`src/rtl/cmp_pkg.sv`:
```
// cmp_pkg: shared sizes for the compressor tree and elaboration-time column height model
package cmp_pkg;
  localparam int N_COLS = 25;
  localparam int HEIGHT = 25;
  localparam int OUT_W = 30;
  localparam int N_STG = 12;
  // Height of column c entering stage s: each stage packs triples into full adders, leftovers pass through
  function automatic int col_h(int s, int c);
    int h [OUT_W];
    int n [OUT_W];
    for (int k = 0; k < OUT_W; k++) h[k] = k < N_COLS ? HEIGHT : 0;
    for (int t = 0; t < s; t++) begin
      for (int k = 0; k < OUT_W; k++) n[k] = h[k] / 3 + h[k] % 3 + (k > 0 ? h[k-1] / 3 : 0);
      h = n;
    end
    return h[c];
  endfunction
endpackage

```
`src/rtl/full_adder.sv`:
```
// full_adder: 3:2 counter
module full_adder (
  input  logic a,
  input  logic b,
  input  logic cin,
  output logic s,
  output logic cout
);
  assign s = a ^ b ^ cin;
  assign cout = (a & b) | (cin & (a ^ b));
endmodule

```
`src/rtl/compressor.sv`:
```
// compressor: 25x25 weighted popcount via 3:2 counter tree, ripple CPA and 1-cycle output register
module compressor
  import cmp_pkg::*;
(
  input  logic clk,
  input  logic rst,
  input  logic [HEIGHT-1:0] src0, src1, src2, src3, src4, src5, src6, src7, src8, src9,
  input  logic [HEIGHT-1:0] src10, src11, src12, src13, src14, src15, src16, src17, src18, src19,
  input  logic [HEIGHT-1:0] src20, src21, src22, src23, src24,
  output logic dst0, dst1, dst2, dst3, dst4, dst5, dst6, dst7, dst8, dst9,
  output logic dst10, dst11, dst12, dst13, dst14, dst15, dst16, dst17, dst18, dst19,
  output logic dst20, dst21, dst22, dst23, dst24, dst25, dst26, dst27, dst28, dst29
);
  logic [HEIGHT-1:0] src [N_COLS];
  logic [HEIGHT-1:0] col [N_STG+1][OUT_W];
  logic [HEIGHT-1:0] cy [N_STG][OUT_W];
  logic [OUT_W-1:0] ra, rb, sum;
  logic [OUT_W:0] k;
  logic [OUT_W-1:0] q = '0;
  assign src = '{src0, src1, src2, src3, src4, src5, src6, src7, src8, src9, src10, src11, src12,
                 src13, src14, src15, src16, src17, src18, src19, src20, src21, src22, src23, src24};
  for (genvar c = 0; c < OUT_W; c++) begin : g_in
    if (c < N_COLS) begin : g_src
      assign col[0][c] = src[c];
    end else begin : g_zero
      assign col[0][c] = '0;
    end
  end
  // Next column: own sums at the bottom, untouched leftovers above them, carries from column c-1 on top
  for (genvar s = 0; s < N_STG; s++) begin : g_stg
    for (genvar c = 0; c < OUT_W; c++) begin : g_col
      localparam int H = col_h(s, c);
      localparam int F = H / 3;
      localparam int R = H % 3;
      localparam logic [HEIGHT-1:0] MR = HEIGHT'((1 << R) - 1);
      logic [HEIGHT-1:0] sm;
      for (genvar i = 0; i < HEIGHT; i++) begin : g_fa
        if (i < F) begin : g_cnt
          full_adder u_fa (.a(col[s][c][3*i]), .b(col[s][c][3*i+1]), .cin(col[s][c][3*i+2]),
                           .s(sm[i]), .cout(cy[s][c][i]));
        end else begin : g_pad
          assign sm[i] = 1'b0;
          assign cy[s][c][i] = 1'b0;
        end
      end
      if (c > 0) begin : g_carry
        assign col[s+1][c] = sm | (((col[s][c] >> (3*F)) & MR) << F) | (cy[s][c-1] << (F+R));
      end else begin : g_first
        assign col[s+1][c] = sm | (((col[s][c] >> (3*F)) & MR) << F);
      end
    end
  end
  assign k[0] = 1'b0;
  for (genvar c = 0; c < OUT_W; c++) begin : g_cpa
    assign ra[c] = col[N_STG][c][0];
    assign rb[c] = col[N_STG][c][1];
    full_adder u_cpa (.a(ra[c]), .b(rb[c]), .cin(k[c]), .s(sum[c]), .cout(k[c+1]));
  end
  always_ff @(posedge clk)
    q <= rst ? '0 : sum;
  assign {dst29, dst28, dst27, dst26, dst25, dst24, dst23, dst22, dst21, dst20,
          dst19, dst18, dst17, dst16, dst15, dst14, dst13, dst12, dst11, dst10,
          dst9, dst8, dst7, dst6, dst5, dst4, dst3, dst2, dst1, dst0} = q;
endmodule

```
`config.mk`:
```
export PLATFORM = sky130hd
export DESIGN_NAME = compressor
export DESIGN_NICKNAME = d
export VERILOG_FILES = /design/src/rtl/cmp_pkg.sv /design/src/rtl/full_adder.sv /design/src/rtl/compressor.sv
export SDC_FILE = /design/constraint.sdc
export NUM_CORES = 1
export LEC_CHECK = 0
export BUFFER_PORTS_ARGS = -buffer_cell sky130_fd_sc_hd__buf_4
export CELL_PAD_IN_SITES_DETAIL_PLACEMENT = 0
export CELL_PAD_IN_SITES_GLOBAL_PLACEMENT = 1
export CORE_AREA = 2 2 253 255
export DETAILED_ROUTE_END_ITERATION = 10
export DIE_AREA = 0 0 255 257
export GPL_ROUTABILITY_DRIVEN = 0
export PLACE_DENSITY_LB_ADDON = 0.1
export SETUP_SLACK_MARGIN = 0.05
export SYNTH_ARGS = -nofsm -noshare
export SYNTH_HDL_FRONTEND = slang
export SYNTH_SLANG_ARGS = --single-unit
```
`constraint.sdc`:
```
create_clock -name clk -period 40.8 [get_ports clk]
set_input_delay 12.24 -clock clk [delete_from_list [all_inputs] [get_ports clk]]
set_output_delay 12.24 -clock clk [all_outputs]
set_load 0.02 [all_outputs]
```
Word level (Yosys, flattened, before mapping)
Cells that the tools add are included.
{ "word_totals": {"ff_bits": 30, "input_bits": 627, "output_inout_bits": 30, "elab_cells": 3267} }
{ "classes": {"bitwise": 3266} }
{ "op_table": {"columns": ["operator", "n"], "rows": [
  ["1-bit bitwise AND", 1195],
  ["1-bit XOR", 1195],
  ["1-bit bitwise OR", 595],
  ["9-bit by 17-bit bitwise OR with 17-bit output", 24],
  ["7-bit by 12-bit bitwise OR with 12-bit output", 23],
  ["8-bit by 9-bit bitwise OR with 9-bit output", 25],
  ["2-bit by 4-bit bitwise OR with 4-bit output", 44],
  ["4-bit by 8-bit bitwise OR with 8-bit output", 22],
  ["5-bit by 7-bit bitwise OR with 7-bit output", 24],
  ["1-bit by 2-bit bitwise OR with 2-bit output", 49],
  ["6-bit bitwise OR", 14],
  ["2-bit by 3-bit bitwise OR with 3-bit output", 24],
  ["4-bit by 6-bit bitwise OR with 6-bit output", 8],
  ["3-bit bitwise OR", 6],
  ["3-bit by 4-bit bitwise OR with 4-bit output", 4],
  ["1-bit by 3-bit bitwise OR with 3-bit output", 5],
  ["3-bit by 5-bit bitwise OR with 5-bit output", 3],
  ["7-bit by 10-bit bitwise OR with 10-bit output", 1],
  ["4-bit by 9-bit bitwise OR with 9-bit output", 1],
  ["3-bit by 7-bit bitwise OR with 7-bit output", 1],
  ["4-bit by 7-bit bitwise OR with 7-bit output", 1],
  ["2-bit by 5-bit bitwise OR with 5-bit output", 1],
  ["4-bit by 5-bit bitwise OR with 5-bit output", 1]
]} }

Longest topological paths before layout
{ "depth": {"ltp_word": 74, "depth_mapped": 44, "depth_no_buf": 44} }

Hierarchy
From an unflattened synthesis, not the netlist that was laid out.
{ "hier_totals": {"cells_unflattened": 668, "area_unflattened_um2": 12977.4} }
{ "modules_own_cells": {"columns": ["module", "instances", "cells_per_inst", "area_per_inst_um2", "seq_area_each_um2"], "rows": [
  ["full_adder", 604, 1, 20.0, 0.0],
  ["compressor", 1, 64, 885.8, 600.6]
]} }

Least setup slack after synthesis
OpenSTA, ideal clock, no wires.
{ "synth_timing": {"path_kind": "in2reg", "start": "input src2[6]", "end": "register q[28]", "setup_ns": 0.064, "arrival_time_ns": 24.520, "required_ns": 40.736, "setup_slack_ns": 16.216, "stages": 44, "path_buffers": 0, "cell_sequence": "inv_1 -> fa_1 -> inv_1 -> fa_1 -> fa_1 -> inv_1 -> fa_1 -> inv_1 -> fa_1 -> inv_1 -> fa_1 -> fa_1 -> inv_1 -> ha_1 -> inv_1 -> fa_1 -> fa_1 -> inv_1 -> [... 8 more ...] -> fa_1 -> fa_1 -> fa_1 -> fa_1 -> fa_1 -> fa_1 -> fa_1 -> fa_1 -> fa_1 -> fa_1 -> fa_1 -> fa_1 -> ha_1 -> ha_1 -> ha_1 -> inv_1 -> fa_1 -> nor2_1"} }
{ "synth_via": {"elab_chain_len": 71, "elab_cells_between_ends": 203, "cone_classes": "bitwise (203)"} }
{ "synth_rtl": {"columns": ["element", "line", "text"], "rows": [
  ["start: declaration", "compressor.sv:7", "input logic [HEIGHT-1:0] src0, src1, src2, src3, src4, src5, src6, src7, src8, src9,"],
  ["1-bit XOR", "full_adder.sv:9, full_adder.sv:10", null],
  ["1-bit XOR", "full_adder.sv:9", "assign s = a ^ b ^ cin;"],
  ["8-bit by 9-bit bitwise OR with 9-bit output", "compressor.sv:47", "assign col[s+1][c] = sm | (((col[s][c] >> (3*F)) & MR) << F) | (cy[s][c-1] << (F+R));"],
  ["9-bit by 17-bit bitwise OR with 17-bit output", "compressor.sv:47", null],
  ["1-bit XOR", "full_adder.sv:9", null],
  ["5-bit by 7-bit bitwise OR with 7-bit output", "compressor.sv:47", null],
  ["7-bit by 12-bit bitwise OR with 12-bit output", "compressor.sv:47", null],
  ["1-bit XOR", "full_adder.sv:9, full_adder.sv:10", null],
  ["[... 53 more ...]", null, null],
  ["1-bit bitwise AND *", "full_adder.sv:10", "assign cout = (a & b) | (cin & (a ^ b));"],
  ["1-bit bitwise OR *", "full_adder.sv:10", null],
  ["1-bit bitwise AND *", "full_adder.sv:10", null],
  ["1-bit bitwise OR *", "full_adder.sv:10", null],
  ["1-bit bitwise AND *", "full_adder.sv:10", null],
  ["1-bit bitwise OR *", "full_adder.sv:10", null],
  ["1-bit bitwise AND * (3 in a row)", "full_adder.sv:10", null],
  ["1-bit XOR *", "full_adder.sv:9", null],
  ["end signal: assignment", "compressor.sv:60", "q <= rst ? '0 : sum;"],
  ["end: declaration", "compressor.sv:19", "logic [OUT_W-1:0] q = '0;"]
]} }
Mark *: on every way between the ends. The rest lies on a longest branch, timed or not.
A chain may end at the register's enable or synchronous reset.

Worst setup path after layout
{ "layout_timing": {"start": "input src3[18]", "end": "register q[28]"} }
{ "layout_via": {"elab_chain_len": 71, "elab_cells_between_ends": 196, "cone_classes": "bitwise (196)"} }
{ "layout_rtl": {"columns": ["element", "line"], "rows": [
  ["start: declaration", "compressor.sv:7"],
  ["1-bit XOR", "full_adder.sv:9, full_adder.sv:10"],
  ["1-bit XOR", "full_adder.sv:9"],
  ["8-bit by 9-bit bitwise OR with 9-bit output", "compressor.sv:47"],
  ["9-bit by 17-bit bitwise OR with 17-bit output", "compressor.sv:47"],
  ["1-bit XOR", "full_adder.sv:9, full_adder.sv:10"],
  ["1-bit bitwise AND or 1-bit XOR (tied branches)", "full_adder.sv:10, full_adder.sv:9"],
  ["1-bit bitwise OR or 5-bit by 7-bit bitwise OR with 7-bit output (tied branches)", "full_adder.sv:10, compressor.sv:47"],
  ["7-bit by 12-bit bitwise OR with 12-bit output", "compressor.sv:47"],
  ["[... 53 more ...]", null],
  ["1-bit bitwise AND *", "full_adder.sv:10"],
  ["1-bit bitwise OR *", "full_adder.sv:10"],
  ["1-bit bitwise AND *", "full_adder.sv:10"],
  ["1-bit bitwise OR *", "full_adder.sv:10"],
  ["1-bit bitwise AND *", "full_adder.sv:10"],
  ["1-bit bitwise OR *", "full_adder.sv:10"],
  ["1-bit bitwise AND * (3 in a row)", "full_adder.sv:10"],
  ["1-bit XOR *", "full_adder.sv:9"]
]} }
Marks and branches as above.

==> flow_metrics.tcl <==
set metrics [dict create \
    dp_cells 2722 \
    fillers 6546 \
    syn2layout_area_growth_pct 41.0 \
    ys_ff_latch 30 \
    preCtsSetupSlack_ns 15.33 \
    required_ns 41.03 \
    highest_layer "met4" \
    drv_slew 0 \
    h-tree-depth 2 \
    min_path_type "in -> reg" \
    dr_wl_met3_um 2730 \
    cts_setup_buffers 0 \
    clockBufferDepth 2 \
    syn-cell-area_mm2 0.0149 \
    grt.overflow.total 0 \
    setup_tns_ns 0 \
    layout_common_cells "buf_4 (656), fa_1 (595), inv_1 (560)" \
    vias 9888 \
    finalNetCount 3110 \
    grt_first_pass_wirelength_um 72300 \
    routedWlPerCell_um 17.1 \
    cp.arrival_ns 25.25 \
    post_cts_resize_count 0 \
    drt-initial-drc-count 146 \
    regMostFlops "q" \
    critPathLaunchType "input pin" \
    ys_warn_count 0 \
    cts_root_buf "clkbuf_16" \
    yosysSeqAreaShare_pct 4.02 \
    finalHoldViolations 0 \
    cap_viol_max_count 0 \
    synth_cells 1223 \
    worstPathMaxFanout 1 \
    period_minus_slack_ns 25.02 \
    clock_sinks 30 \
    avgSynthCellArea_um2 12.2 \
    worst_pin_slew_ns 0.512 \
    clk_pin_slew_worst_paths_ns 0.06 \
    rsz0062_at_grt "no" \
    cts_tree "built" \
    finalCritPeriodShare_pct 61.3 \
    reg_top3 "q x30" \
    grt_pass1_vias 12727 \
    wl_met2_um 26600 \
    wl_um 46800 \
    outcome "complete, no violations" \
    setup_violations 0 \
    rows 92 \
    cp-end-kind "flop" \
    drive_gt1_share_pct 36.3 \
    drtPass1Iterations 4 \
    grt_antenna_before_repair 2 \
    fp.dieH_um 257 \
    path_class "in -> reg" \
    initial_utilization_pct 23.8 \
    drc_errors 0 \
    portBuffers 656 \
    largest_register_ffs 30 \
    grt_max_degree 31 \
    crit_top_cell "fa_1" \
    setup_slack_ns 15.78 \
    viasPerCell 3.62 \
    wl_met1_um 16800 \
    ant_nets 0 \
    synth.distinct_cells 8 \
    die_area_mm2 0.0655 \
    die_w_um 255 \
    core_region_area_mm2 0.0627 \
    final_common_cell "buf_4" \
    synth_nets 2450 \
    final_cells 2732 \
    cts_buffers 5 \
    cts_hold_buf 0 \
    pin_count 657 \
    crit_path_max_incr_delay_ns 0.54 \
    hpwlAfterDp_um 47100 \
    grtUsageTotal_pct 14.9 \
    cp_slowest_cell "fa_1" \
    fmax_mhz 40.0 \
    max_slew_margin_pct 65.9 \
]
cell families after synthesis:
logic type,after synthesis,share of synthesized area (%)
adders and majority gates,600,80.2
buffers and inverters,563,14.3
DFF,30,4.02
and+or+nand+nor,30,1.51
routing by layer:
layer | up-vias | track usage [%]
met5 | - | 0
met4 | 0 | 2.47
met3 | 28 | 2.51
met2 | 313 | 28.7
met1 | 5113 | 17.3
li1 | 4434 | -
final timing paths:
kind                     start    end  slack (ns)  cells past startpoint
worst min-delay path       rst  q[29]       12.40                      2
worst max-delay path  src3[18]  q[28]       15.78                     45
cell usage after synthesis (all sizes together):
library cell / count / share of area (%)
buf: 3 / 0.23
dfxtp: 30 / 4.0
fa: 595 / 80
ha: 5 / 0.42
inv: 560 / 14
nor2: 5 / 0.13
nor2b: 25 / 1.4
layout make-up:
cell class	count	area [um^2]	share of cell area, %
Antenna cell	2	5.00	0.0238
Timing Repair Buffer	656	4920	23.4
Clock inverter	2	37.5	0.178
Inverter	560	2100	9.98
Multi-Input combinational cell	630	12200	57.9
Sequential cell	30	601	2.85
Clock buffer	6	129	0.612
Tap cell	846	1060	5.03
worst max-delay path, delay by kind of cell:
family	cells	cell delay (ns)
adder cells (fa/ha/maj)	32	12.15
AND/OR/NAND/NOR	1	0.10
buffers and inverters	12	0.79
through the flow:
| stage | cell area (um^2) | hold slack, ns | util (%) |
|---|---|---|---|
| after CTS | 21100 | 12.40 | 33.6 |
| after detailed placement | 20900 | 12.66 | 33.3 |
| final | 21100 | 12.40 | 33.6 |
| after floorplan | 14900 | 12.44 | - |
| after global placement | 20900 | 12.66 | 33.3 |
| after global routing | 21100 | 12.40 | 33.6 |
Power is left out: the tool's default activity adds up to more than one toggle a clock period on the data nets, which glitch-free logic cannot reach.
